File: config.mk
export PLATFORM = sky130hd
export DESIGN_NAME = rvfpm_issue_ctrl
export DESIGN_NICKNAME = d
export VERILOG_FILES = /design/src/rtl/rvfpm_pkg.sv /design/src/rtl/rvfpm_result_fifo.sv /design/src/rtl/rvfpm_issue_ctrl.sv
export SDC_FILE = /design/constraint.sdc
export NUM_CORES = 1
export LEC_CHECK = 0
export ABC_CLOCK_PERIOD_IN_PS = 3800
export CORE_MARGIN = 5
export CORE_UTILIZATION = 40
export CTS_CLUSTER_DIAMETER = 150
export DETAILED_ROUTE_END_ITERATION = 10
export HOLD_SLACK_MARGIN = 0.15
export SLEW_MARGIN = 25
export SYNTH_ARGS = -nofsm -noshare
export SYNTH_HDL_FRONTEND = slang
export SYNTH_SLANG_ARGS = --single-unit
File: constraint.sdc
create_clock -name clk -period 3.8 [get_ports clk]
set_input_delay 0.76 -clock clk [delete_from_list [all_inputs] [get_ports clk]]
set_output_delay 0.76 -clock clk [all_outputs]
set_load 0.02 [all_outputs]
File: src/rtl/rvfpm_pkg.sv
// Shared decode constants, payload types and the RV32F decode helper for the rvfpm issue path.
package rvfpm_pkg;

   localparam logic [6:0] OPC_OP_FP    = 7'b1010011;
   localparam logic [6:0] OPC_FMADD    = 7'b1000011;
   localparam logic [6:0] OPC_FMSUB    = 7'b1000111;
   localparam logic [6:0] OPC_FNMSUB   = 7'b1001011;
   localparam logic [6:0] OPC_FNMADD   = 7'b1001111;
   localparam logic [6:0] OPC_LOAD_FP  = 7'b0000111;
   localparam logic [6:0] OPC_STORE_FP = 7'b0100111;

   localparam logic [4:0] F5_CMP      = 5'b10100;
   localparam logic [4:0] F5_FCVT_W_S = 5'b11000;
   localparam logic [4:0] F5_FMV_X_W  = 5'b11100;
   localparam logic [4:0] F5_FCVT_S_W = 5'b11010;
   localparam logic [4:0] F5_FMV_W_X  = 5'b11110;

   typedef struct packed {
      logic nv;
      logic dz;
      logic of;
      logic uf;
      logic nx;
   } flags_t;

   typedef struct packed {
      logic       valid;
      logic       is_x;
      logic [4:0] fd;
      logic [4:0] rd;
   } inflight_t;

   typedef struct packed {
      logic valid;
      logic uses_rs1;
      logic uses_rs2;
      logic uses_rs3;
      logic writes_fd;
      logic writes_x;
   } decode_t;

   // Unsupported opcodes decode to all-zero: accepted by the handshake, never issued.
   function automatic decode_t decode_fp_instr(input logic [31:0] instr);
      decode_t    d;
      logic [4:0] f5;
      d  = '0;
      f5 = instr[31:27];
      case (instr[6:0])
         OPC_OP_FP: begin
            d.valid     = 1'b1;
            d.writes_x  = (f5 == F5_CMP) || (f5 == F5_FCVT_W_S) || (f5 == F5_FMV_X_W);
            d.writes_fd = !d.writes_x;
            d.uses_rs1  = !((f5 == F5_FCVT_S_W) || (f5 == F5_FMV_W_X));
            d.uses_rs2  = 1'b1;
         end
         OPC_FMADD, OPC_FMSUB, OPC_FNMSUB, OPC_FNMADD: begin
            d.valid     = 1'b1;
            d.uses_rs1  = 1'b1;
            d.uses_rs2  = 1'b1;
            d.uses_rs3  = 1'b1;
            d.writes_fd = 1'b1;
         end
         OPC_LOAD_FP: begin
            d.valid     = 1'b1;
            d.writes_fd = 1'b1;
         end
         OPC_STORE_FP: begin
            d.valid    = 1'b1;
            d.uses_rs2 = 1'b1;
         end
         default: ;
      endcase
      return d;
   endfunction

endpackage

File: src/rtl/rvfpm_result_fifo.sv
// Synchronous FIFO with occupancy count; simultaneous push and pop allowed even when full.
module rvfpm_result_fifo #(
   parameter int unsigned WIDTH = 37,
   parameter int unsigned DEPTH = 4
) (
   input  logic                           clk,
   input  logic                           reset,
   input  logic                           push,
   input  logic [WIDTH-1:0]               push_data,
   input  logic                           pop,
   output logic [WIDTH-1:0]               pop_data,
   output logic                           empty,
   output logic [$clog2(DEPTH+1)-1:0]     count
);

   localparam int unsigned AW = (DEPTH > 1) ? $clog2(DEPTH) : 1;
   localparam int unsigned CW = $clog2(DEPTH + 1);

   logic [WIDTH-1:0] mem_q [DEPTH];
   logic [AW-1:0]    wr_ptr_q, rd_ptr_q;
   logic [CW-1:0]    count_q;
   logic             do_push, do_pop;

   function automatic logic [AW-1:0] next_ptr(input logic [AW-1:0] p);
      return (p == AW'(DEPTH - 1)) ? '0 : p + AW'(1);
   endfunction

   assign do_pop  = pop && (count_q != '0);
   assign do_push = push && ((count_q != CW'(DEPTH)) || do_pop);

   always_ff @(posedge clk) begin
      if (reset) begin
         wr_ptr_q <= '0;
         rd_ptr_q <= '0;
         count_q  <= '0;
         for (int i = 0; i < int'(DEPTH); i++) mem_q[i] <= '0;
      end else begin
         if (do_push) begin
            mem_q[wr_ptr_q] <= push_data;
            wr_ptr_q        <= next_ptr(wr_ptr_q);
         end
         if (do_pop) rd_ptr_q <= next_ptr(rd_ptr_q);
         case ({do_push, do_pop})
            2'b10:   count_q <= count_q + CW'(1);
            2'b01:   count_q <= count_q - CW'(1);
            default: ;
         endcase
      end
   end

   assign pop_data = mem_q[rd_ptr_q];
   assign empty    = (count_q == '0);
   assign count    = count_q;

endmodule

File: src/rtl/rvfpm_issue_ctrl.sv
// Issue controller for the rvfpm FPU: scoreboarded dispatch, fixed-latency result tracking,
// credit-protected X-register writeback and sticky fflags.
module rvfpm_issue_ctrl
   import rvfpm_pkg::*;
#(
   parameter int unsigned PIPELINE_STAGES = 4,
   parameter int unsigned NUM_REGS        = 32,
   parameter int unsigned RESULT_DEPTH    = 4
) (
   input  logic        clk,
   input  logic        reset,
   input  logic        in_valid,
   output logic        in_ready,
   input  logic [31:0] in_instr,
   input  logic [31:0] in_xdata,
   output logic        fpu_valid,
   output logic [31:0] fpu_instr,
   output logic [31:0] fpu_xdata,
   input  logic        fpu_res_valid,
   input  logic [31:0] fpu_res_data,
   input  logic [4:0]  fpu_res_flags,
   output logic        wb_valid,
   input  logic        wb_ready,
   output logic [4:0]  wb_rd,
   output logic [31:0] wb_data,
   output logic [4:0]  fflags,
   input  logic        fflags_clr,
   output logic        busy,
   output logic        proto_err
);

   localparam int unsigned CW = $clog2(RESULT_DEPTH + 1);
   localparam int unsigned FW = 37;

   decode_t             dec_c;
   inflight_t           iss_q;
   inflight_t           pipe_q [PIPELINE_STAGES];
   inflight_t           tail_c;
   logic [NUM_REGS-1:0] sb_q, sb_set_c, sb_clr_c, sb_eff_c;
   logic [CW-1:0]       inflight_x_q, fifo_count;
   logic [CW:0]         credit_used_c;
   flags_t              fflags_q;
   logic                hazard_c, credit_stall_c, accept_c, issue_c, push_c, pipe_any_c;
   logic                fifo_empty;
   logic [FW-1:0]       fifo_head;

   // Decode, hazard and credit checks; a retiring fd is bypassed so its dependant issues that cycle.
   always_comb begin
      dec_c    = decode_fp_instr(in_instr);
      tail_c   = pipe_q[PIPELINE_STAGES-1];
      sb_clr_c = '0;
      if (tail_c.valid && !tail_c.is_x) sb_clr_c[tail_c.fd] = 1'b1;
      sb_eff_c = sb_q & ~sb_clr_c;
      hazard_c = (dec_c.uses_rs1  && sb_eff_c[in_instr[19:15]]) ||
                 (dec_c.uses_rs2  && sb_eff_c[in_instr[24:20]]) ||
                 (dec_c.uses_rs3  && sb_eff_c[in_instr[31:27]]) ||
                 (dec_c.writes_fd && sb_eff_c[in_instr[11:7]]);
      credit_used_c  = (CW+1)'(inflight_x_q) + (CW+1)'(fifo_count);
      credit_stall_c = dec_c.writes_x && (credit_used_c >= (CW+1)'(RESULT_DEPTH));
      in_ready       = !reset && !hazard_c && !credit_stall_c;
      accept_c       = in_valid && in_ready;
      issue_c        = accept_c && dec_c.valid;
      sb_set_c       = '0;
      if (issue_c && dec_c.writes_fd) sb_set_c[in_instr[11:7]] = 1'b1;
      push_c         = tail_c.valid && tail_c.is_x;
   end

   always_ff @(posedge clk) begin
      if (reset) begin
         fpu_valid    <= 1'b0;
         fpu_instr    <= '0;
         fpu_xdata    <= '0;
         iss_q        <= '0;
         for (int i = 0; i < int'(PIPELINE_STAGES); i++) pipe_q[i] <= '0;
         sb_q         <= '0;
         inflight_x_q <= '0;
         fflags_q     <= '0;
         proto_err    <= 1'b0;
      end else begin
         fpu_valid <= issue_c;
         if (issue_c) begin
            fpu_instr <= in_instr;
            fpu_xdata <= in_xdata;
         end
         iss_q.valid <= issue_c;
         iss_q.is_x  <= dec_c.writes_x;
         iss_q.fd    <= in_instr[11:7];
         iss_q.rd    <= in_instr[11:7];
         pipe_q[0]   <= iss_q;
         for (int i = 1; i < int'(PIPELINE_STAGES); i++) pipe_q[i] <= pipe_q[i-1];
         sb_q <= sb_eff_c | sb_set_c;
         case ({issue_c && dec_c.writes_x, push_c})
            2'b10:   inflight_x_q <= inflight_x_q + CW'(1);
            2'b01:   inflight_x_q <= inflight_x_q - CW'(1);
            default: ;
         endcase
         // Clear takes effect before new flags are merged in.
         if (tail_c.valid)
            fflags_q <= flags_t'((fflags_clr ? 5'b0 : 5'(fflags_q)) | fpu_res_flags);
         else if (fflags_clr)
            fflags_q <= '0;
         if (fpu_res_valid != tail_c.valid) proto_err <= 1'b1;
      end
   end

   rvfpm_result_fifo #(
      .WIDTH (FW),
      .DEPTH (RESULT_DEPTH)
   ) u_result_fifo (
      .clk       (clk),
      .reset     (reset),
      .push      (push_c),
      .push_data ({tail_c.rd, fpu_res_data}),
      .pop       (wb_valid && wb_ready),
      .pop_data  (fifo_head),
      .empty     (fifo_empty),
      .count     (fifo_count)
   );

   always_comb begin
      pipe_any_c = 1'b0;
      for (int i = 0; i < int'(PIPELINE_STAGES); i++) pipe_any_c = pipe_any_c | pipe_q[i].valid;
   end

   assign wb_valid = !fifo_empty;
   assign wb_rd    = fifo_head[36:32];
   assign wb_data  = fifo_head[31:0];
   assign fflags   = 5'(fflags_q);
   assign busy     = iss_q.valid || pipe_any_c || (fifo_count != '0);

endmodule
======== After elaboration in Yosys (flattened, before gate mapping) ========
Memory sizes are Yosys's and may differ from the RTL's. A register that Yosys moved wholly into a read port is not among the register bits.
Index checks and enable logic that the tools add are counted.
Widths: inputs -> output; s select.
cells by class
  add/sub/neg operators ................... 7
  reductions and logical operators ........ 43
  muxes and demuxes ....................... 41
  $lt $le $gt $ge ......................... 8
  bitwise operators ....................... 11
  equal/unequal tests ..................... 20
operators by type and width
  kind                number
  $mux 32             2
  $mux 12             4
  $mux 37             1
  $reduce_or 37->1    1
  $eq 7x7->1 const B  5
  $and 32x32->32      1
  $not 32->32         1
  $or 32x32->32       1
  $lt 5x6->1 const B  5
  $eq 5x5->1 const B  5
  $bmux 1 s5          4
  $logic_and 1x1->1   18
  $mux 1              17
  $pmux 3 s2          2
  $demux 1 s5         2
  $ge 5x1->1 const B  2
  $mux 2              5
  $mux 5              2
  $logic_or 1x1->1    9
  $eq 2x2->1 const B  4
  $eq 7x3->1 const B  1
  $eq 7x6->1 const B  1
  $logic_not 1->1     7
  $or 1x1->1          7
  other kinds (17)    23
word-level totals
  bits of input ports ..................... 107
  memory bits (writable) .................. 196
  logic and storage cells ................. 148
  memories kept ........................... 2
  output and inout port bits .............. 111
  bits in registers ....................... 119
memory list
  memory               words  width  read ports  clocked after memory_dff  wr ports  line                     source
  u_result_fifo.mem_q  4      37     1           1                         4         rvfpm_result_fifo.sv:19  logic [WIDTH-1:0] mem_q [DEPTH];
  pipe_q               4      12     4           0                         4         rvfpm_issue_ctrl.sv:37   inflight_t pipe_q [PIPELINE_STAGES];

======== Logic depth before layout (Yosys ltp) ========
  word-level depth ........................ 21
  depth in mapped cells ................... 18
  depth with buffers taken out ............ 16

======== Cells and area by module ========
A second synthesis with hierarchy kept.
second synthesis, totals
  cells, all modules ...................... 1162
  area total of the unflattened synthesis .. 13590.5 µm²
by module, submodules not included
  module             cells each  times used  area an instance (µm²)
  rvfpm_result_fifo  422         1           6911.6
  rvfpm_issue_ctrl   740         1           6678.9

======== Worst setup path before layout ========
Ideal clock, no wire load.
  path kind ............................... input to register
  start ................................... in in_instr[16]
  end ..................................... reg inflight_x_q[2]
  library setup time ...................... 0.071 ns
  arrival ................................. 3.820 ns
  slack ................................... -0.091 ns
  buffers on the path ..................... 2
  stages .................................. 17
  cell sequence ........................... buf_1 clkbuf_1 o211ai_1 o2111ai_1 o211ai_1 nor4b_1 a311oi_4 o2111a_1 nand2_1 inv_1 nand2_1 ha_1 inv_1 fa_1 xor2_1 or3_1 a21oi_1
between the ends
  cells in the longest elaborated chain, start to end .. 14
  elaborated cells on any way between the ends .. 16
  classes of those cells .................. eq/ne: 2; mux: 3; reduce/logical: 11
ends and longest elaborated chain
  item                                                    line                    source
  from (decl)                                             rvfpm_issue_ctrl.sv:14  input logic [31:0] in_instr,
  $bmux 1 s5 (*)                                          rvfpm_issue_ctrl.sv:54  hazard_c = (dec_c.uses_rs1 && sb_eff_c[in_instr[19:15]]) ||
  $mux 1 (not written as such) (*)                        rvfpm_issue_ctrl.sv:54
  $logic_and 1x1->1 (*)                                   rvfpm_issue_ctrl.sv:54
  $logic_or 1x1->1 (*)                                    rvfpm_issue_ctrl.sv:54
  $logic_or 1x1->1 (*)                                    rvfpm_issue_ctrl.sv:55  (dec_c.uses_rs2 && sb_eff_c[in_instr[24:20]]) ||
  $logic_or 1x1->1 (*)                                    rvfpm_issue_ctrl.sv:56  (dec_c.uses_rs3 && sb_eff_c[in_instr[31:27]]) ||
  $logic_not 1->1 (*)                                     rvfpm_issue_ctrl.sv:60  in_ready = !reset && !hazard_c && !credit_stall_c;
  $logic_and 1x1->1 (*) (2 in series)                     rvfpm_issue_ctrl.sv:60
  $logic_and 1x1->1 (*)                                   rvfpm_issue_ctrl.sv:61  accept_c = in_valid && in_ready;
  $logic_and 1x1->1 (*)                                   rvfpm_issue_ctrl.sv:62  issue_c = accept_c && dec_c.valid;
  $logic_and 1x1->1 (*)                                   rvfpm_issue_ctrl.sv:92  case ({issue_c && dec_c.writes_x, push_c})
  $eq 2x1->1 / $eq 2x2->1 (equally long branches)         rvfpm_issue_ctrl.sv:92
  $pmux 3 s2 / $reduce_bool 2->1 (equally long branches)  n/a
  to (signal assigned)                                    rvfpm_issue_ctrl.sv:93  2'b10: inflight_x_q <= inflight_x_q + CW'(1);
  to (signal assigned)                                    rvfpm_issue_ctrl.sv:94  2'b01: inflight_x_q <= inflight_x_q - CW'(1);
  to (decl)                                               rvfpm_issue_ctrl.sv:40  logic [CW-1:0] inflight_x_q, fifo_count;
Every way passes the cells marked *; elsewhere a longest branch is shown, timed or not. The select of a mux whose other input is x is not followed.
A chain may end at the register's enable or synchronous reset.

==> impl_metrics.csv <==
group,metric,value,unit
die,die_w,194,um
setup_path,maximum_fanout_encountered_on_the_critical_timing_path,6,
synthesis,yosys_register_bits,297,
detailed_routing,viasPerCell,5.33,
timing,rsz0062_at_grt,"true",
setup_path,ff2ff_path_depth,20,
synthesis,synth_cell_types,72,
synthesis,synthAdderAreaFrac,0.760,%
placed_design,detailed_place_hpwl,28600,um
global_routing,initial_antenna_violation_count,0,
final_layout,layout-drive-gt1-share,23.9,%
synthesis,post_synth_mux_area_share,8.25,%
timing,period_utilization_post_route,108,%
setup_path,critical_path.startpoint_type,"register",
cts,cts_max_path_buffers,3,
cts,clock-root-buffer,"sky130_fd_sc_hd__clkbuf_16",
final_layout,area_overhead_of_the_layout_relative_to_synthesis,41.3,%
synthesis,post_synth_most_frequent_cells,"157 x sky130_fd_sc_hd__and2_1, 149 x sky130_fd_sc_hd__dfxtp_1, 148 x sky130_fd_sc_hd__edfxtp_1",
detailed_routing,drt.antenna.violating_nets,0,
outcome,violations,"setup timing",
setup_path,worst_ep_arrival_time,3.34,ns
placed_design,placement.io_buffers,217,
synthesis,synthFlopType,"sky130_fd_sc_hd__dfxtp_1",
setup_path,worst_ep_required_time,3.04,ns
setup_path,setup.reg_to_reg.worst_slack,-0.11,ns
timing,final_hold_violating_endpoints,0,
detailed_routing,wl,41700,um
die,floorplan.core_area,33400,um^2
global_routing,grt.total_usage,21.2,%
global_routing,grt_start_max_net_pins,80,
synthesis,synth_seq_area_share,55.0,%
pwr,p_leak,0.00691,uW
pwr,ir_drop,0.343,mV
hold_path,hp-class,"reg2reg",
timing,setup_tns,-0.471,ns
timing,worst_slack,-0.295,ns
global_routing,grt_remaining_overflow,0,
timing,fmax,244,MHz
cts,cts-buffers-inserted,34,
synthesis,xor_xnor_share_of_the_synthesized_area,0.325,%
pwr,power_frac_clock,42.2,%
final_layout,layout.cells.non_filler,2073,
pwr,power_switching_share,23.8,%
setup_path,worstSetupPathType,"reg2out",
pwr,internal_power,5970,uW
synthesis,yosys.area.top_type,"sky130_fd_sc_hd__edfxtp_1",
pwr,design_power_total,7840,uW
detailed_routing,detail_route.first_pass.iterations,5,
synthesis,synth_edf_count,148,
detailed_routing,num_vias,11000,
synthesis,post_syn_nets,1336,
timing,worst_clock_skew,0.0138,ns
job,maxCapViolations,0,
final_layout,layout.nets,1714,
pwr,powerDensity,411,nW/um^2
final_layout,num_antenna_cells,0,
timing,timing_worst_slew_pin_value,0.831,ns
placed_design,dpl.cell_count,1985,
die,initial_core_util,40.3,%
setup_path,timing.rr.start,"pipe_q[3][11]",
global_routing,grt_pass1_vias,11100,
synthesis,synth.most_common_cell,"sky130_fd_sc_hd__and2_1",
cts,clock-sinks,297,
placed_design,gp_routability_congestion,0.923,
cts,ctsHoldBuffers,0,
synthesis,syn_inst,1222,
timing,setup_violations,3,
cts,clk_pin_slew,0.06,ns
synthesis,synth_top_family_by_area,"simple AND/OR/NAND/NOR gates",
pwr,power_switching,1870,uW
timing,maxSlewViolCount,0,
detailed_routing,routed_wire_length_per_instance,20.1,um
final_layout,post-route-util,57.0,%
cts,clk_latency,0.52,ns
setup_path,timing.critical_path.to_type,"output port",
synthesis,synth.cell_area,13500,um^2
synthesis,synthesis.area_per_instance,11.0,um^2
setup_path,critPathCapture,"in_ready",
detailed_routing,post-route-drc-count,0,
synthesis,synth_compound_gate_area_share,12.9,%
synthesis,yosys.area_share.simple,19.0,%
pwr,seq_power_share,44.4,%
detailed_routing,drt-initial-drc-count,829,
synthesis,asyncSetResetFlopFracSynth,0,%
cts,htree_levels,2,
pwr,share_comb_of_total_power,13.4,%
timing,timing.max_slew.rel_slack,44.6,%
synthesis,ys.warnings.count,0,
synthesis,synth.top_cells.by_area,"sky130_fd_sc_hd__edfxtp_1 33%, sky130_fd_sc_hd__dfxtp_1 22%, sky130_fd_sc_hd__and2_1 7.3%, sky130_fd_sc_hd__mux4_2 7.2%, sky130_fd_sc_hd__nand3_1 4.1%",
timing,min_period,4.10,ns
setup_path,timing.rr.end,"inflight_x_q[2]",
synthesis,synth_largest_type_area_fraction,32.9,%
die,dieHeight,194,um
setup_path,critical_path.startpoint,"pipe_q[3][11]",
die,io_pins,218,
die,rows,67,
global_routing,grt_pass1_wl,64200,um
outcome,status,"complete, but fails checks",
cts,tritoncts,"built",
die,floorplan.die_area,37500,um^2
[layer usage]
| layer | track usage, % | up-vias | routed length, um |
|---|---|---|---|
| met3 | 3.48 | 74 | 2100 |
| met2 | 36.1 | 330 | 20400 |
| met1 | 28.3 | 5363 | 18200 |
| li1 | - | 5272 | - |
| met5 | 0 | - | 0 |
| met4 | 5.90 | 0 | 1040 |
[power groups by stage]
stage / Sequential [uW] / Combinational [uW] / Clock (uW)
after floorplan: 3540 / 535 / 0
after global placement: 3550 / 1040 / 0
after detailed placement: 3550 / 1040 / 0
after CTS: 3480 / 1050 / 3390
after global routing: 3490 / 1120 / 3510
final: 3480 / 1050 / 3310
[cells by family after synthesis]
logic type / Yosys count
xor gates and xnor gates: 5
adders and majority gates: 7
buffers and inverters: 121
AOI/OAI and AO/OA: 285
DFF: 297
and+or+nand+nor: 450
muxes: 57
[registers in the layout (all words and copies together) (netlist names), 5 cells and up, named ones only]
register / count
fpu_xdata: 32
iss_q: 7
fflags: 5
u_result_fifo.mem_q: 148
pipe_q: 28
sb_q: 32
fpu_instr: 32
[cell usage in the layout (no fill, tap or decap), types with 5 or more instances in the layout]
cell,n
sky130_fd_sc_hd__clkbuf_16,34
sky130_fd_sc_hd__nand2_1,21
sky130_fd_sc_hd__inv_1,14
sky130_fd_sc_hd__mux2i_1,9
sky130_fd_sc_hd__a21oi_1,80
sky130_fd_sc_hd__dfxtp_2,7
sky130_fd_sc_hd__o21ai_0,64
sky130_fd_sc_hd__clkinv_1,6
sky130_fd_sc_hd__clkdlybuf4s50_1,213
sky130_fd_sc_hd__clkbuf_1,5
sky130_fd_sc_hd__o21ai_1,29
sky130_fd_sc_hd__o211ai_1,14
sky130_fd_sc_hd__and2_1,156
sky130_fd_sc_hd__mux4_2,43
sky130_fd_sc_hd__or3_1,5
sky130_fd_sc_hd__buf_4,213
sky130_fd_sc_hd__o21ai_2,6
sky130_fd_sc_hd__edfxtp_1,148
sky130_fd_sc_hd__clkinv_2,5
sky130_fd_sc_hd__and3b_1,5
sky130_fd_sc_hd__and3_1,7
sky130_fd_sc_hd__buf_6,7
sky130_fd_sc_hd__nor2_1,46
sky130_fd_sc_hd__nand4_1,9
sky130_fd_sc_hd__nor3_1,12
sky130_fd_sc_hd__nor2b_1,37
sky130_fd_sc_hd__nand3_1,110
sky130_fd_sc_hd__nor3b_1,6
sky130_fd_sc_hd__a22oi_1,11
sky130_fd_sc_hd__buf_12,10
sky130_fd_sc_hd__dfxtp_1,140
sky130_fd_sc_hd__o22ai_1,35
[per-stage QoR]
step / instance area [um^2] / hold slack (ns) / setup WS (ns)
2_1_floorplan: 13500 / 0.414 / 0.0113
3_3_place_gp: 17500 / 0.420 / -0.782
3_5_place_dp: 17500 / 0.423 / -0.805
4_1_cts: 18800 / 0.433 / -0.234
5_1_grt: 19100 / 0.444 / -0.428
6_report: 19100 / 0.433 / -0.295
[final cells by class]
type	instances	area, um^2
inverter	17	66.3
clock buffer	43	925
tap	448	561
multi-input combinational	804	5820
timing repair buffer	446	4050
fill	2832	14400
sequential	297	7440
clock inverter	18	206
[worst min-delay path by stage]
stage | startpoint | depth (start not counted) | end
final | iss_q[0] | 1 | pipe_q[0][5]
after CTS | iss_q[0] | 1 | pipe_q[0][5]
after floorplan | iss_q[10] | 1 | pipe_q[0][10]
after global placement | pipe_q[2][5] | 1 | pipe_q[3][5]
after detailed placement | iss_q[0] | 1 | pipe_q[0][5]
after global routing | pipe_q[2][9] | 1 | pipe_q[3][9]
[worst max-delay path: stages (launching register included)]
cell,delay [ns]
sky130_fd_sc_hd__dfxtp_4,0.38
sky130_fd_sc_hd__or4b_4,0.46
sky130_fd_sc_hd__buf_6,0.15
sky130_fd_sc_hd__buf_8,0.13
sky130_fd_sc_hd__o21ai_4,0.20
sky130_fd_sc_hd__mux2i_2,0.10
sky130_fd_sc_hd__nor4_2,0.30
sky130_fd_sc_hd__a2111oi_2,0.06
sky130_fd_sc_hd__o211a_1,0.19
sky130_fd_sc_hd__a2111oi_4,0.32
sky130_fd_sc_hd__and3_1,0.21
sky130_fd_sc_hd__o21a_1,0.16
sky130_fd_sc_hd__buf_6,0.13
[repair_timing]
| action | CTS | global route |
|---|---|---|
| endpoints found under the setup margin | 3 | 68 |
| buffers inserted | 13 | 14 |
| pin swaps | 17 | 22 |
| gates resized for setup | 40 | 35 |
Note: power is estimated with default switching activity, not from simulation.
